$ cat src/rtl/vga_sync_receiver.sv
// VGA sync receiver: recovers pixel position from looped-back h_sync/v_sync, measures line and frame
// timing, declares lock and samples the colour at a probe point. Define FRAME_CHECKSUM_EN to add frame_sum.
module vga_sync_receiver #(
   parameter int LOCK_FRAMES = 2,
   parameter int CNT_MAX     = 1023
) (
   input  logic        clock,
   input  logic        reset,
   input  logic        h_sync,
   input  logic        v_sync,
   input  logic [3:0]  red_in,
   input  logic [3:0]  green_in,
   input  logic [3:0]  blue_in,
   input  logic [9:0]  probe_x,
   input  logic [9:0]  probe_y,
   output logic [9:0]  x_pos,
   output logic [9:0]  y_pos,
   output logic [9:0]  line_len,
   output logic [9:0]  frame_lines,
   output logic        locked,
   output logic        frame_start,
   output logic        sync_error,
   output logic [11:0] probe_rgb,
   output logic        probe_valid
`ifdef FRAME_CHECKSUM_EN
   ,
   output logic [15:0] frame_sum
`endif
);

   localparam logic [9:0] CNT_LIM = 10'(CNT_MAX);
   localparam logic [3:0] LOCK_N  = 4'(LOCK_FRAMES);

   localparam logic [1:0] ST_SEARCH  = 2'd0;
   localparam logic [1:0] ST_MEASURE = 2'd1;
   localparam logic [1:0] ST_VERIFY  = 2'd2;
   localparam logic [1:0] ST_LOCKED  = 2'd3;

   function automatic logic [9:0] sat_inc(input logic [9:0] v);
      return (v >= CNT_LIM) ? CNT_LIM : v + 10'd1;
   endfunction

   logic        h_sync_p0, h_sync_p1, v_sync_p0, v_sync_p1;
   logic [11:0] rgb_p0, rgb_p1;
   logic [9:0]  h_cnt, v_cnt;
   logic [1:0]  state;
   logic [3:0]  good_cnt;
   logic [9:0]  ref_len, ref_lines;
   logic        ref_len_set, seen_h;

   logic        hrise, vrise, len_valid, len_err, lines_err, timeout, err;
   logic [9:0]  cur_len, cur_lines;
   logic [3:0]  good_next;

   assign x_pos = h_cnt;
   assign y_pos = v_cnt;

   // stage 1: edge detection and measurement on the registered syncs
   assign hrise     = h_sync_p0 & ~h_sync_p1;
   assign vrise     = v_sync_p0 & ~v_sync_p1;
   assign cur_len   = h_cnt + 10'd1;
   assign cur_lines = v_cnt + {9'd0, hrise};
   assign len_valid = hrise & seen_h;
   assign len_err   = len_valid & ref_len_set & (cur_len != ref_len);
   assign lines_err = vrise & ((state == ST_VERIFY) | (state == ST_LOCKED)) & (cur_lines != ref_lines);
   assign timeout   = (h_cnt == CNT_LIM) | (v_cnt == CNT_LIM);
   assign err       = (state != ST_SEARCH) & (len_err | lines_err | timeout);
   assign good_next = good_cnt + 4'd1;

   always_ff @(posedge clock) begin
      if (!reset) begin
         h_sync_p0   <= 1'b0;
         h_sync_p1   <= 1'b0;
         v_sync_p0   <= 1'b0;
         v_sync_p1   <= 1'b0;
         rgb_p0      <= '0;
         rgb_p1      <= '0;
         h_cnt       <= '0;
         v_cnt       <= '0;
         state       <= ST_SEARCH;
         good_cnt    <= '0;
         ref_len     <= '0;
         ref_lines   <= '0;
         ref_len_set <= 1'b0;
         seen_h      <= 1'b0;
         line_len    <= '0;
         frame_lines <= '0;
         locked      <= 1'b0;
         frame_start <= 1'b0;
         sync_error  <= 1'b0;
         probe_rgb   <= '0;
         probe_valid <= 1'b0;
      end else begin
         h_sync_p0   <= h_sync;
         h_sync_p1   <= h_sync_p0;
         v_sync_p0   <= v_sync;
         v_sync_p1   <= v_sync_p0;
         rgb_p0      <= {red_in, green_in, blue_in};
         // second colour stage lines the pixel up with the counter value it belongs to
         rgb_p1      <= rgb_p0;
         h_cnt       <= hrise ? 10'd0 : sat_inc(h_cnt);
         v_cnt       <= vrise ? 10'd0 : (hrise ? sat_inc(v_cnt) : v_cnt);
         frame_start <= vrise;
         sync_error  <= err;
         probe_valid <= 1'b0;

         if (err) begin
            state       <= ST_SEARCH;
            locked      <= 1'b0;
            good_cnt    <= '0;
            seen_h      <= 1'b0;
            ref_len_set <= 1'b0;
         end else begin
            if (hrise)
               seen_h <= 1'b1;
            if (len_valid && !ref_len_set) begin
               ref_len     <= cur_len;
               ref_len_set <= 1'b1;
            end
            if (len_valid && state != ST_SEARCH)
               line_len <= cur_len;

            case (state)
               ST_SEARCH: begin
                  if (vrise)
                     state <= ST_MEASURE;
               end
               ST_MEASURE: begin
                  if (vrise) begin
                     ref_lines   <= cur_lines;
                     frame_lines <= cur_lines;
                     good_cnt    <= 4'd1;
                     if (LOCK_N <= 4'd1) begin
                        state  <= ST_LOCKED;
                        locked <= 1'b1;
                     end else begin
                        state <= ST_VERIFY;
                     end
                  end
               end
               ST_VERIFY: begin
                  if (vrise) begin
                     frame_lines <= cur_lines;
                     good_cnt    <= good_next;
                     if (good_next >= LOCK_N) begin
                        state  <= ST_LOCKED;
                        locked <= 1'b1;
                     end
                  end
               end
               default: begin
                  if (vrise)
                     frame_lines <= cur_lines;
               end
            endcase

            // probe points outside the measured raster can never match
            if (locked && h_cnt == probe_x && v_cnt == probe_y &&
                probe_x < ref_len && probe_y < ref_lines) begin
               probe_rgb   <= rgb_p1;
               probe_valid <= 1'b1;
            end
         end
      end
   end

`ifdef FRAME_CHECKSUM_EN
   logic [15:0] sum_acc;

   // accumulator runs on the same stage as vrise so the new frame starts with its own first pixel
   always_ff @(posedge clock) begin
      if (!reset) begin
         sum_acc   <= '0;
         frame_sum <= '0;
      end else if (state == ST_SEARCH) begin
         frame_sum <= '0;
         sum_acc   <= vrise ? {4'd0, rgb_p0} : 16'd0;
      end else if (vrise) begin
         frame_sum <= sum_acc;
         sum_acc   <= {4'd0, rgb_p0};
      end else begin
         sum_acc   <= sum_acc + {4'd0, rgb_p0};
      end
   end
`endif

endmodule

$ cat config.mk
export PLATFORM = sky130hd
export DESIGN_NAME = vga_sync_receiver
export DESIGN_NICKNAME = d
export VERILOG_FILES = /design/src/rtl/vga_sync_receiver.sv
export SDC_FILE = /design/constraint.sdc
export NUM_CORES = 1
export LEC_CHECK = 0
export CORE_ASPECT_RATIO = 1.5
export CORE_MARGIN = 4
export CORE_UTILIZATION = 45
export CTS_BUF_LIST = sky130_fd_sc_hd__clkbuf_8
export DETAILED_ROUTE_END_ITERATION = 10
export GPL_TIMING_DRIVEN = 0
export HOLD_SLACK_MARGIN = 0.08
export PLACE_DENSITY = 0.69
export SKIP_LAST_GASP = 1
export SYNTH_ARGS = -nofsm -noshare
export SYNTH_HDL_FRONTEND = slang
export SYNTH_SLANG_ARGS = --single-unit
$ cat constraint.sdc
create_clock -name clock -period 3.53 [get_ports clock]
set_input_delay 0.706 -clock clock [delete_from_list [all_inputs] [get_ports clock]]
set_output_delay 0.706 -clock clock [all_outputs]
set_load 0.02 [all_outputs]
Word level (Yosys, flattened, before mapping)
Index checks and enable logic that the tools add are counted.

Bits of input ports: 36. Flip-flop bits (word level): 112. Logic and storage cells: 93.

Reductions and logical operators: 22. Mux-type cells: 11. Bitwise gates (word level): 17. Add/subtract/negate cells: 4. $lt $le $gt $ge: 5. Equality and inequality tests: 13.

Operator list (number): $add 10x1->10 const B (2); $eq 10x10->1 (2); $eq 10x10->1 const B (2); $ge 10x10->1 const B (2); $lt 10x10->1 (2); $mux 10 (2); $ne 10x10->1 (2); $reduce_and 3->1 (4); $add 10x1->10 (1); $and 1x1->1 (8); $mux 2 (4); $mux 4 (2); $pmux 4 s2 (1); $logic_and 1x1->1 (6); $ne 2x2->1 const B (3); $pmux 2 s3 (1); $reduce_and 2->1 (3); $reduce_or 2->1 (3); $not 1->1 (5); $reduce_and 5->1 (1); $add 4x1->4 const B (1); $eq 2x2->1 const B (2); $ge 4x2->1 const B (1); $or 1x1->1 (4); other kinds (7) (8).

Logic depth before layout (Yosys ltp)
Gate-level depths: netlist (run 1).

Depth after elaboration: 10. Mapped depth: 14. Gate-level depth less buffers: 11.

Worst setup path after synthesis (run 1)
No wires, ideal clock.

Path type: reg2reg. From: register h_sync_p0. To: register ref_lines[7]. Arrival time: 3.117 ns. Library setup time: 0.072 ns. Stages on the path, launching flop included: 15. Buffers on the path: 3. Path slack: 0.341 ns. Data required time: 3.458 ns. Cells stage by stage: dfxtp_1 -> nor2b_1 -> clkbuf_1 -> ha_1 -> ha_1 -> buf_2 -> xor2_1 -> xnor2_1 -> nand4_1 -> or4_4 -> o22ai_4 -> a21o_4 -> and3_4 -> buf_12 -> mux2i_1.

Longest elaborated chain between the ends: 9.

Ends and longest elaborated chain: from (decl) (line 43) `logic h_sync_p0, h_sync_p1, v_sync_p0, v_sync_p1;`; from (signal assigned) (line 94) `h_sync_p0 <= h_sync;`; $and 1x1->1 (*) (line 59) `assign hrise = h_sync_p0 & ~h_sync_p1;`; $add 10x1->10 or $and 1x1->1 (tied branches) (line 62, 63); $ne 10x10->1 or $and 1x1->1 (tied branches) (line 65, 64); $and 1x1->1 (on tied branches) (line 65, 64); $or 1x1->1 (2 in a row) (line 67) `assign err = (state != ST_SEARCH) & (len_err | lines_err | timeout);`; $and 1x1->1 (line 67); $not 1->1 (no source line); $reduce_and 3->1 (no source line); to (signal assigned) (line 130) `ref_lines <= cur_lines;`; to (decl) (line 48) `logic [9:0] ref_len, ref_lines;`.

Every way passes the cells marked *; elsewhere a longest branch is shown, timed or not. A chain may end at the register's enable or synchronous reset.

Final worst setup path (run 1)
From: register h_sync_p0. To: register ref_len[3].

Longest elaborated chain between the ends: 9.

Ends and longest elaborated chain: $and 1x1->1 (*) (line 59); $add 10x1->10 or $and 1x1->1 (tied branches) (line 62, 63); $ne 10x10->1 or $and 1x1->1 (tied branches) (line 65, 64); $and 1x1->1 (on tied branches) (line 65, 64); $or 1x1->1 (2 in a row) (line 67); $and 1x1->1 (line 67); $not 1->1 (no source line); $reduce_and 2->1 (no source line) (*); to (signal assigned) (line 117) `ref_len <= cur_len;`; to (decl) (line 48).

Marks and branches as above.

==> flow_summary.toml, run 1 <==
[run_status]
status = "finished, final reports clean"

[sta]
relSlewSlack_pct = 58.78
skew_ns = 0.009794
drv_slew = 0
layout_min_cycle_time_ns = 3.377
finalSetupViolations = 0
clock.fmax_mhz = 296.2
fin_crit_sh_pct = 95.65
worstMarginPinSlew_ns = 0.6183
hold_viol = 0

[run]
maxCapViolCount = 0

[clocking]
numCtsBuffers = 9
cts_hold_buf = 0
clockRootBuffer = "clkbuf_8"
htree_levels = 3
clkTransAtPathRegs_ns = 0.11
clk_latency_ns = 0.39
cts_tree = "done"
cts.sinks = 112
clk_path_buf_depth = 2

[routing]
drt_wl_total_um = 15160
routedWlPerCell_um = 16.68
dr.pass1.iters = 5
drt_iter0_drc = 304
drc = 0
via_per_inst = 5.438
num_vias = 4943
ant_nets = 0

[place]
hpwl_um = 11900
portBuffers = 90
placed_area_mm2 = 0.006765
globalplace.congestion = 0.9970

[final_layout]
diodes = 0
nets = 814
finalCoreUtilization_pct = 57.17
drive_above_1_share_pct = 8.234
fin_area_mm2 = 0.007082
synthToLayoutAreaGrowth_pct = 24.92

[power_and_ir_drop]
total_leakage_power_nw = 2.643
cellPowerDensity_mw_per_mm2 = 356.1
peakVddDrop_mv = 0.2824

[floorplanning]
ios = 92
fp-row-count = 50
start_util_pct = 45.77
die_width_um = 99.65
core-area_mm2 = 0.01239
dieArea_mm2 = 0.01449
die_h_um = 145.5

[worst_hold_path]
hp-class = "flop to flop"
min_path_cells = 1

[worst_setup_path]
start_kind = "flop"
end_kind = "flop"
crit_type = "flop to flop"
path_delay_family = "simple AND/OR/NAND/NOR gates"
crit_arrival_ns = 3.68
crit_top_cell = "buf_4"
critPathBufInv = 4
cp.depth = 14
slowest_delay_ns = 0.44
critical_path.max_fanout = 10
crit_required_ns = 3.83
ff2ff_path_depth = 14
worstPathCellList = "nor2b_4 > clkbuf_4 > ha_2 > ha_1 > buf_2 > and3_2 > a311oi_2 > nand4_1 > or4_4 > o22ai_4 > buf_4 > o21ai_4 > buf_4 > a211oi_1"
slowest_stage = "or4_4"

[grt]
grt_pass1_vias = 4887
grt_max_degree = 23
groute.usage.overall_pct = 20.80
grt_pass1_wl_um = 24200
gr-total-overflow = 0
antenna_found_initial = 0

[synthesis]
synth-edff-count = 0
netlist_instances = 643
synth_area_per_cell_um2 = 8.817
synth_seq_cells = 112
ys_async_sr_fraction_pct = 0
yosysSeqAreaShare_pct = 39.55
ys_warn_count = 0
synth_ff_type = "dfxtp_1"
syn-cell-area_mm2 = 0.005669
synth_cell_types = 59
synth_fp_nets = 709
[layout by cell type (no fill, tap or decap), types with 5 or more instances in the layout]
cell type / instances
clkbuf_1: 17
clkbuf_8: 9
a211oi_1: 10
nand2b_1: 7
and4_1: 5
ha_1: 29
nor2b_1: 5
xor2_1: 34
o21ai_0: 24
clkdlybuf4s50_1: 90
nand3_1: 34
and2_1: 32
a21oi_1: 39
nor4_1: 6
nor3_1: 8
a21o_1: 7
buf_4: 6
inv_1: 34
nand4_1: 12
nor2_1: 46
o31ai_1: 11
mux2i_1: 24
dfxtp_1: 112
nand2_1: 45
xnor2_1: 18
buf_2: 11
[logic make-up (layout without fill, tap and decap cells)]
group           count (synthesis)  in the layout  synth area share (%)
mux                            25             25                 4.436
compound gates                124            124                 14.06
flops                         112            112                 39.55
fa+ha+maj                      30             30                 6.621
xor+xnor                       54             54                 8.585
simple gates                  224            224                 20.86
buf+inv                        74            184                 5.893
[sequential cells by signal, summed over array words and instances (netlist names), 2 cells and up]
name         cells
rgb_p1          12
ref_len         10
line_len        10
y_pos           10
state            2
probe_rgb       12
x_pos           10
ref_lines       10
good_cnt         4
frame_lines     10
rgb_p0          12
[through the flow]
step	total power [mW]	instances	setup TNS (ns)	hold WS, ns	worst slack (ns)
2_1_floorplan	1.608	643	0	0.4059	0.3415
6_report	2.522	909	0	0.4451	0.1534
5_1_grt	2.648	909	-0.001167	0.4560	-0.001167
3_5_place_dp	1.743	889	-19.95	0.4230	-0.4247
3_3_place_gp	1.727	889	-20.44	0.4195	-0.4073
4_1_cts	2.521	905	0	0.4463	0.05122
[final cells by class]
| type | count | area [µm²] |
|---|---|---|
| Buffer | 39 | 215.2 |
| Clock buffer | 9 | 123.9 |
| Clock inverter | 7 | 80.08 |
| Fill cell | 1137 | 5305 |
| Inverter | 35 | 131.4 |
| Multi-Input combinational cell | 457 | 3159 |
| Sequential cell | 112 | 2242 |
| Tap cell | 156 | 195.2 |
| Timing Repair Buffer | 94 | 934.6 |
[synth_stat cells, types with 12 or more instances]
library cell  count  area [µm²]
xor2_1           35       306.5
a21oi_1          40       200.2
mux2i_1          24       240.2
xnor2_1          18       157.7
o21ai_0          25       125.1
nand3_1          34       170.2
dfxtp_1         112        2242
nand2_1          46       172.7
nand4_1          12       75.07
nor2_1           46       172.7
ha_1             30       375.4
clkbuf_1         20       75.07
inv_1            34       127.6
and2_1           32       200.2
a211oi_1         13       97.59
[timing repair]
item	in CTS	in global routing
gates resized for setup	4	28
pin swaps	0	3
buffers inserted	0	3
setup endpoints to repair	63	51
gates cloned	0	1
[layer usage]
metal | wire (µm) | vias to the layer above | GRT usage [%]
met2 | 7682 | 153 | 36.07
li1 | - | 2436 | -
met5 | 0 | - | 0
met4 | 739 | 0 | 10.94
met3 | 731 | 42 | 3.309
met1 | 6008 | 2312 | 24.23
[where the power goes]
group	switching (mW)	internal, mW
registers	0.0340	1.30
logic	0.226	0.180
clock network	0.495	0.286
total	0.755	1.77
[final timing paths]
path	start	endpoint	slack, ns
setup / recovery	h_sync_p0$_SDFF_PN0_	ref_len[3]$_SDFFE_PN0P_	0.15
hold / removal	v_sync_p1$_SDFF_PN0_	frame_start$_SDFF_PN0_	0.45
setup reg to reg	h_sync_p0$_SDFF_PN0_	ref_len[3]$_SDFFE_PN0P_	0.15
hold reg to reg	v_sync_p1$_SDFF_PN0_	frame_start$_SDFF_PN0_	0.45
Note: power is estimated with default switching activity, not from simulation.
==> run 2: changes to the inputs <==
--- a/config.mk
+++ b/config.mk
@@ -5,6 +5,7 @@
 export SDC_FILE = /design/constraint.sdc
 export NUM_CORES = 1
 export LEC_CHECK = 0
+export ABC_AREA = 1
 export CORE_ASPECT_RATIO = 1.5
 export CORE_MARGIN = 4
 export CORE_UTILIZATION = 45
@@ -12,8 +13,9 @@
 export DETAILED_ROUTE_END_ITERATION = 10
 export GPL_TIMING_DRIVEN = 0
 export HOLD_SLACK_MARGIN = 0.08
-export PLACE_DENSITY = 0.69
+export PLACE_DENSITY = 0.68
 export SKIP_LAST_GASP = 1
+export SLEW_MARGIN = 0
 export SYNTH_ARGS = -nofsm -noshare
 export SYNTH_HDL_FRONTEND = slang
 export SYNTH_SLANG_ARGS = --single-unit
==> flow_summary.toml, run 2 <==
[run_status]
status = "finished, final reports clean"

[run]
maxCapViolCount = 0

[floorplanning]
fp-row-count = 51
dieArea_mm2 = 0.01547
start_util_pct = 46.46
die_width_um = 102.9
die_h_um = 150.3
ios = 92
core-area_mm2 = 0.01308

[synthesis]
synth_seq_cells = 112
ys_warn_count = 0
synth-edff-count = 0
synth_area_leader_cell = "dfxtp_1"
ys_async_sr_fraction_pct = 0
synth_cell_types = 30
yosysSeqAreaShare_pct = 36.90
netlist_instances = 906
yosys.area.top_type_share_pct = 36.90
synth_area_per_cell_um2 = 6.708
synthTopCellsByCount = "nand2_1 (247), inv_1 (128), nor2_1 (118)"
yosysMostFrequentCell = "nand2_1"
synth_ff_type = "dfxtp_1"
synth_area_leaders = "dfxtp_1 (37%), nand2_1 (15%), inv_1 (7.9%)"
syn-cell-area_mm2 = 0.006077
synth_fp_nets = 972

[clocking]
cts_resized = 0
numCtsBuffers = 9
cts.sinks = 112
cts_hold_buf = 0
clockRootBuffer = "clkbuf_8"
htree_levels = 3
cts_setup_buffers = 0
cts_tree = "done"
clk_latency_ns = 0.39
clk_path_buf_depth = 2
clkTransAtPathRegs_ns = 0.11

[grt]
groute.usage.overall_pct = 20.28
gr-total-overflow = 0
antenna_found_initial = 0
grt_pass1_vias = 5261
grt_pass1_wl_um = 24750
grt_max_degree = 22

[sta]
fin_hold_ws_ns = 0.4215
worstMarginPinSlew_ns = 0.5649
skew_ns = 0.01355
layout_min_cycle_time_ns = 3.008
rsz0062_at_grt = "no"
hold_viol = 0
finalSetupTns_ns = 0
relSlewSlack_pct = 62.34
fin_crit_sh_pct = 85.20
clock.fmax_mhz = 332.5
drv_slew = 0
finalSetupViolations = 0

[power_and_ir_drop]
peakVddDrop_mv = 0.2186
cellPowerDensity_mw_per_mm2 = 373.1
total_leakage_power_nw = 3.386
finalPower_mw = 2.751

[worst_hold_path]
whs_endpoint = "rgb_p1[2]$_SDFF_PN0_"
min_path_cells = 2
hold_start = "rgb_p0[2]$_SDFF_PN0_"
hp-class = "flop to flop"

[worst_setup_path]
worstReg2RegStart = "h_sync_p0$_SDFF_PN0_"
slowest_delay_ns = 0.38
start_kind = "flop"
worstPathCellList = "inv_1 > nor2_2 > ha_1 > ha_1 > inv_1 > nor2_2 > nand3_1 > nand3_1 > nand3_1 > nor2_1 > nand3_1 > nand2_2 > nand2_1 > nor2_1 > nand4_1 > nand2_1 > nor2_1"
slowest_stage = "nor2_2"
crit_top_cell = "nand3_1"
crit_arrival_ns = 3.29
crit_required_ns = 3.81
critical_path.max_fanout = 9
timing.rr.end = "frame_lines[7]$_SDFFE_PN0P_"
ff2ff_path_depth = 17
crit_type = "flop to flop"
end_kind = "flop"
r2r_slack_ns = 0.52

[final_layout]
layout_common_cells = "nand2_1 (247), inv_1 (128), nor2_1 (118), dfxtp_1 (112), clkdlybuf4s50_1 (90)"
nets = 1073
final_common_cell = "nand2_1"
synthToLayoutAreaGrowth_pct = 21.33
top_regs = "probe_rgb (12), rgb_p0 (12), rgb_p1 (12)"
fill_cells = 1292
diodes = 0
seqCellArea_mm2 = 0.002242
drive_above_1_share_pct = 6.225
multi_input_area_mm2 = 0.003187

[routing]
num_vias = 5592
via_per_inst = 4.775
dr.pass1.iters = 4
drc = 0
drt_wl_total_um = 15160
routedWlPerCell_um = 12.95
drt_iter0_drc = 265
ant_nets = 0

[place]
globalplace.congestion = 0.9431
portBuffers = 90
hpwl_um = 12310
[run 2: cell types whose count changed after synthesis, sizes merged, moves of 9 or more]
cell / delta
a211oi: -13
a21oi: +29
and2: -32
inv: +97
mux2i: -24
nand2: +209
nand3: +35
nand3b: +9
nor2: +81
o21ai: -19
o31ai: -11
xor2: -23
[run 2: per-stage QoR]
stage / cells / cell area, µm² / setup slack [ns] / utilization, %
finish: 1171 / 7373 / 0.5225 / 56.37
global route: 1171 / 7373 / 0.1284 / 56.37
global placement: 1155 / 7177 / 0.2414 / 54.86
floorplan: 906 / 6077 / 1.152 / -
detailed placement: 1155 / 7177 / 0.2095 / 54.86
CTS: 1171 / 7373 / 0.5080 / 56.37
[run 2: report_power, final]
part	internal, mW	switching [mW]	leakage (nW)
Clock	0.281	0.493	0.0974
Combinational	0.249	0.338	2.38
Sequential	1.34	0.0557	0.911
[run 2: critical path, delay by kind of cell, from the launching register on]
family	cells	cell delay, ns
flops	1	0.34
buf+inv	2	0.12
simple gates	13	1.99
fa+ha+maj	2	0.47
[run 2: kinds of logic after synthesis]
logic type                 count (synthesis)  synth area share (%)
adders and majority gates                 30                 6.177
and+or+nand+nor                          502                 36.03
xor gates and xnor gates                  24                 3.685
DFF                                      112                 36.90
AOI/OAI and AO/OA                         79                 6.547
buffers and inverters                    159                 10.66
[run 2: worst max path at each step]
| stage | startpoint | endpoint | slack (ns) | cells past startpoint |
|---|---|---|---|---|
| finish | h_sync_p0$_SDFF_PN0_ | frame_lines[7]$_SDFFE_PN0P_ | 0.52 | 17 |
| global route | h_sync_p0$_SDFF_PN0_ | frame_lines[7]$_SDFFE_PN0P_ | 0.13 | 17 |
| CTS | h_sync_p0$_SDFF_PN0_ | frame_lines[7]$_SDFFE_PN0P_ | 0.51 | 17 |
| detailed placement | probe_x[9] | probe_rgb[10]$_SDFFE_PN0P_ | 0.21 | 15 |
| global placement | probe_x[9] | probe_rgb[8]$_SDFFE_PN0P_ | 0.24 | 15 |
| floorplan | h_sync_p0$_SDFF_PN0_ | frame_lines[7]$_SDFFE_PN0P_ | 1.15 | 16 |
[run 2: layer usage]
layer / wire length (µm) / vias to the layer above / global-route usage (%) / share of wire [%]
met5: 0 / - / 0 / 0
met4: 457 / 0 / 7.712 / 3.0
met3: 842 / 30 / 4.497 / 5.6
met2: 7433 / 121 / 35.28 / 49
met1: 6430 / 2414 / 23.92 / 42
li1: - / 3027 / - / -
[run 2: cell type report]
type	count	share of cell area, %
buffer	28	2.121
clock buffer	9	1.680
inverter	131	6.669
timing repair buffer	90	12.22
sequential	112	30.41
clock inverter	7	0.9842
multi-input combinational	635	43.22
tap	159	2.698
==> run 3: changes to the inputs <==
--- a/config.mk
+++ b/config.mk
@@ -13,6 +13,7 @@
 export DETAILED_ROUTE_END_ITERATION = 10
 export GPL_TIMING_DRIVEN = 0
 export HOLD_SLACK_MARGIN = 0.08
+export MAX_ROUTING_LAYER = met4
 export PLACE_DENSITY = 0.68
 export SKIP_LAST_GASP = 1
 export SLEW_MARGIN = 0
==> flow_summary.toml, run 3 (same netlist as run 2, synthesis figures left out) <==
[run_status]
status = "finished, final reports clean"

[final_layout]
layout_common_cells = "nand2_1 (247), inv_1 (128), nor2_1 (118), dfxtp_1 (112), clkdlybuf4s50_1 (90)"
nets = 1073
final_common_cell = "nand2_1"
diodes = 0
top_regs = "probe_rgb (12), rgb_p0 (12), rgb_p1 (12)"
synthToLayoutAreaGrowth_pct = 21.35
drive_above_1_share_pct = 6.225
finalNonFillerCells = 1171

[routing]
routedWlPerCell_um = 13.04
dr.pass1.iters = 7
ant_nets = 0
num_vias = 5687
drt_iter0_drc = 277
drt_wl_total_um = 15270
drc = 0
via_per_inst = 4.857

[sta]
finalSetupViolations = 0
rsz0062_at_grt = "no"
drv_slew = 0
worstMarginPinSlew_ns = 0.5892
relSlewSlack_pct = 60.72
layout_setup_ws_ns = 0.4865
layout_min_cycle_time_ns = 3.044
hold_viol = 0
fin_hold_ws_ns = 0.4210
skew_ns = 0.01591
finalSetupTns_ns = 0
clock.fmax_mhz = 328.6
fin_crit_sh_pct = 86.22

[place]
dp.cells = 1155
globalplace.congestion = 0.9531
hpwl_um = 12320
pre_cts_ws_ns = 0.2439
portBuffers = 90

[clocking]
cts_setup_buffers = 0
clk_path_buf_depth = 2
clkTransAtPathRegs_ns = 0.11
clk_latency_ns = 0.39
cts_tree = "done"
cts.sinks = 112
cts_resized = 0
cts_hold_buf = 0
numCtsBuffers = 9
htree_levels = 3
clockRootBuffer = "clkbuf_8"

[floorplanning]
fp-row-count = 51
die_h_um = 150.3
die_width_um = 102.9
start_util_pct = 46.46
ios = 92
dieArea_mm2 = 0.01547
core-area_mm2 = 0.01308

[worst_setup_path]
crit_top_cell = "nand3_1"
crit_required_ns = 3.81
slowest_stage = "nor2_2"
cp-endpoint = "frame_lines[7]$_SDFFE_PN0P_"
cp.depth = 17
crit_type = "flop to flop"
r2r_slack_ns = 0.49
critPathBufInv = 2
path_delay_family = "simple AND/OR/NAND/NOR gates"
timing.rr.end = "frame_lines[7]$_SDFFE_PN0P_"
end_kind = "flop"
start_kind = "flop"
startpoint = "h_sync_p0$_SDFF_PN0_"
crit_arrival_ns = 3.33
ff2ff_path_depth = 17
critical_path.max_fanout = 9
slowest_delay_ns = 0.39
worstPathCellList = "inv_1 > nor2_2 > ha_1 > ha_1 > inv_1 > nor2_2 > nand3_1 > nand3_1 > nand3_1 > nor2_1 > nand3_1 > nand2_2 > nand2_1 > nor2_1 > nand4_1 > nand2_1 > nor2_1"
worstReg2RegStart = "h_sync_p0$_SDFF_PN0_"

[grt]
grt_pass1_vias = 5213
antenna_found_initial = 0
grt_max_degree = 22
groute.usage.overall_pct = 20.95
grt_pass1_wl_um = 24870
gr-total-overflow = 0

[power_and_ir_drop]
total_leakage_power_nw = 3.390
peakVddDrop_mv = 0.2236
cellPowerDensity_mw_per_mm2 = 373.3

[run]
maxCapViolCount = 0

[worst_hold_path]
hp-class = "flop to flop"
==> run 3: cell count changes in the layout (fill, tap and decap cells not counted) <==
cell / before / now
clkinv_4: 0 / 2
clkinvlp_4: 1 / 0
inv_6: 3 / 2
==> run 3: final cells by class <==
type                    instances  area [µm²]
clock inverters                 7       73.82
inverters                     131       491.7
plain buffers                  28       156.4
fillers                      1278        5707
well taps                     159       198.9
flip-flops and latches        112        2242
multi-input cells             635        3187
clock buffers                   9       123.9
repair buffers                 90       900.9
==> run 3: where the power goes <==
group | internal [mW] | switching (mW) | total [mW]
clock | 0.281 | 0.494 | 0.775
combinational | 0.248 | 0.340 | 0.588
sequential | 1.34 | 0.0557 | 1.39
==> run 3: per-stage QoR <==
| step | utilization [%] | total power [mW] | cell area (µm²) |
|---|---|---|---|
| 3_5_place_dp | 54.86 | 2.014 | 7177 |
| 4_1_cts | 56.37 | 2.775 | 7375 |
| 3_3_place_gp | 54.86 | 2.002 | 7177 |
| 5_1_grt | 56.37 | 2.909 | 7375 |
| 2_1_floorplan | - | 1.805 | 6077 |
| 6_report | 56.37 | 2.753 | 7375 |
==> run 3: worst min path at each step <==
stage | from | endpoint | slack, ns | depth (start not counted)
final | rgb_p0[11]$_SDFF_PN0_ | rgb_p1[11]$_SDFF_PN0_ | 0.42 | 2
after global routing | rgb_p0[3]$_SDFF_PN0_ | rgb_p1[3]$_SDFF_PN0_ | 0.43 | 2
after CTS | rgb_p0[11]$_SDFF_PN0_ | rgb_p1[11]$_SDFF_PN0_ | 0.42 | 2
after detailed placement | rgb_p0[11]$_SDFF_PN0_ | rgb_p1[11]$_SDFF_PN0_ | 0.40 | 2
after global placement | rgb_p0[6]$_SDFF_PN0_ | rgb_p1[6]$_SDFF_PN0_ | 0.39 | 2
after floorplan | rgb_p0[0]$_SDFF_PN0_ | rgb_p1[0]$_SDFF_PN0_ | 0.39 | 2
==> run 3: worst register-to-register path: cells and delay by family (launching register included) <==
family                     cells  cell delay (ns)
and+or+nand+nor               13             2.04
adders and majority gates      2             0.47
buffers and inverters          2             0.11
DFF                            1             0.34
==> run 3: per-layer routing <==
layer | global-route usage, % | up-vias | routed length, µm
met2 | 35.57 | 129 | 7551
met5 | - | - | 0
li1 | - | 3035 | -
met4 | 7.129 | 0 | 394
met3 | 4.080 | 28 | 764
met1 | 24.47 | 2495 | 6564
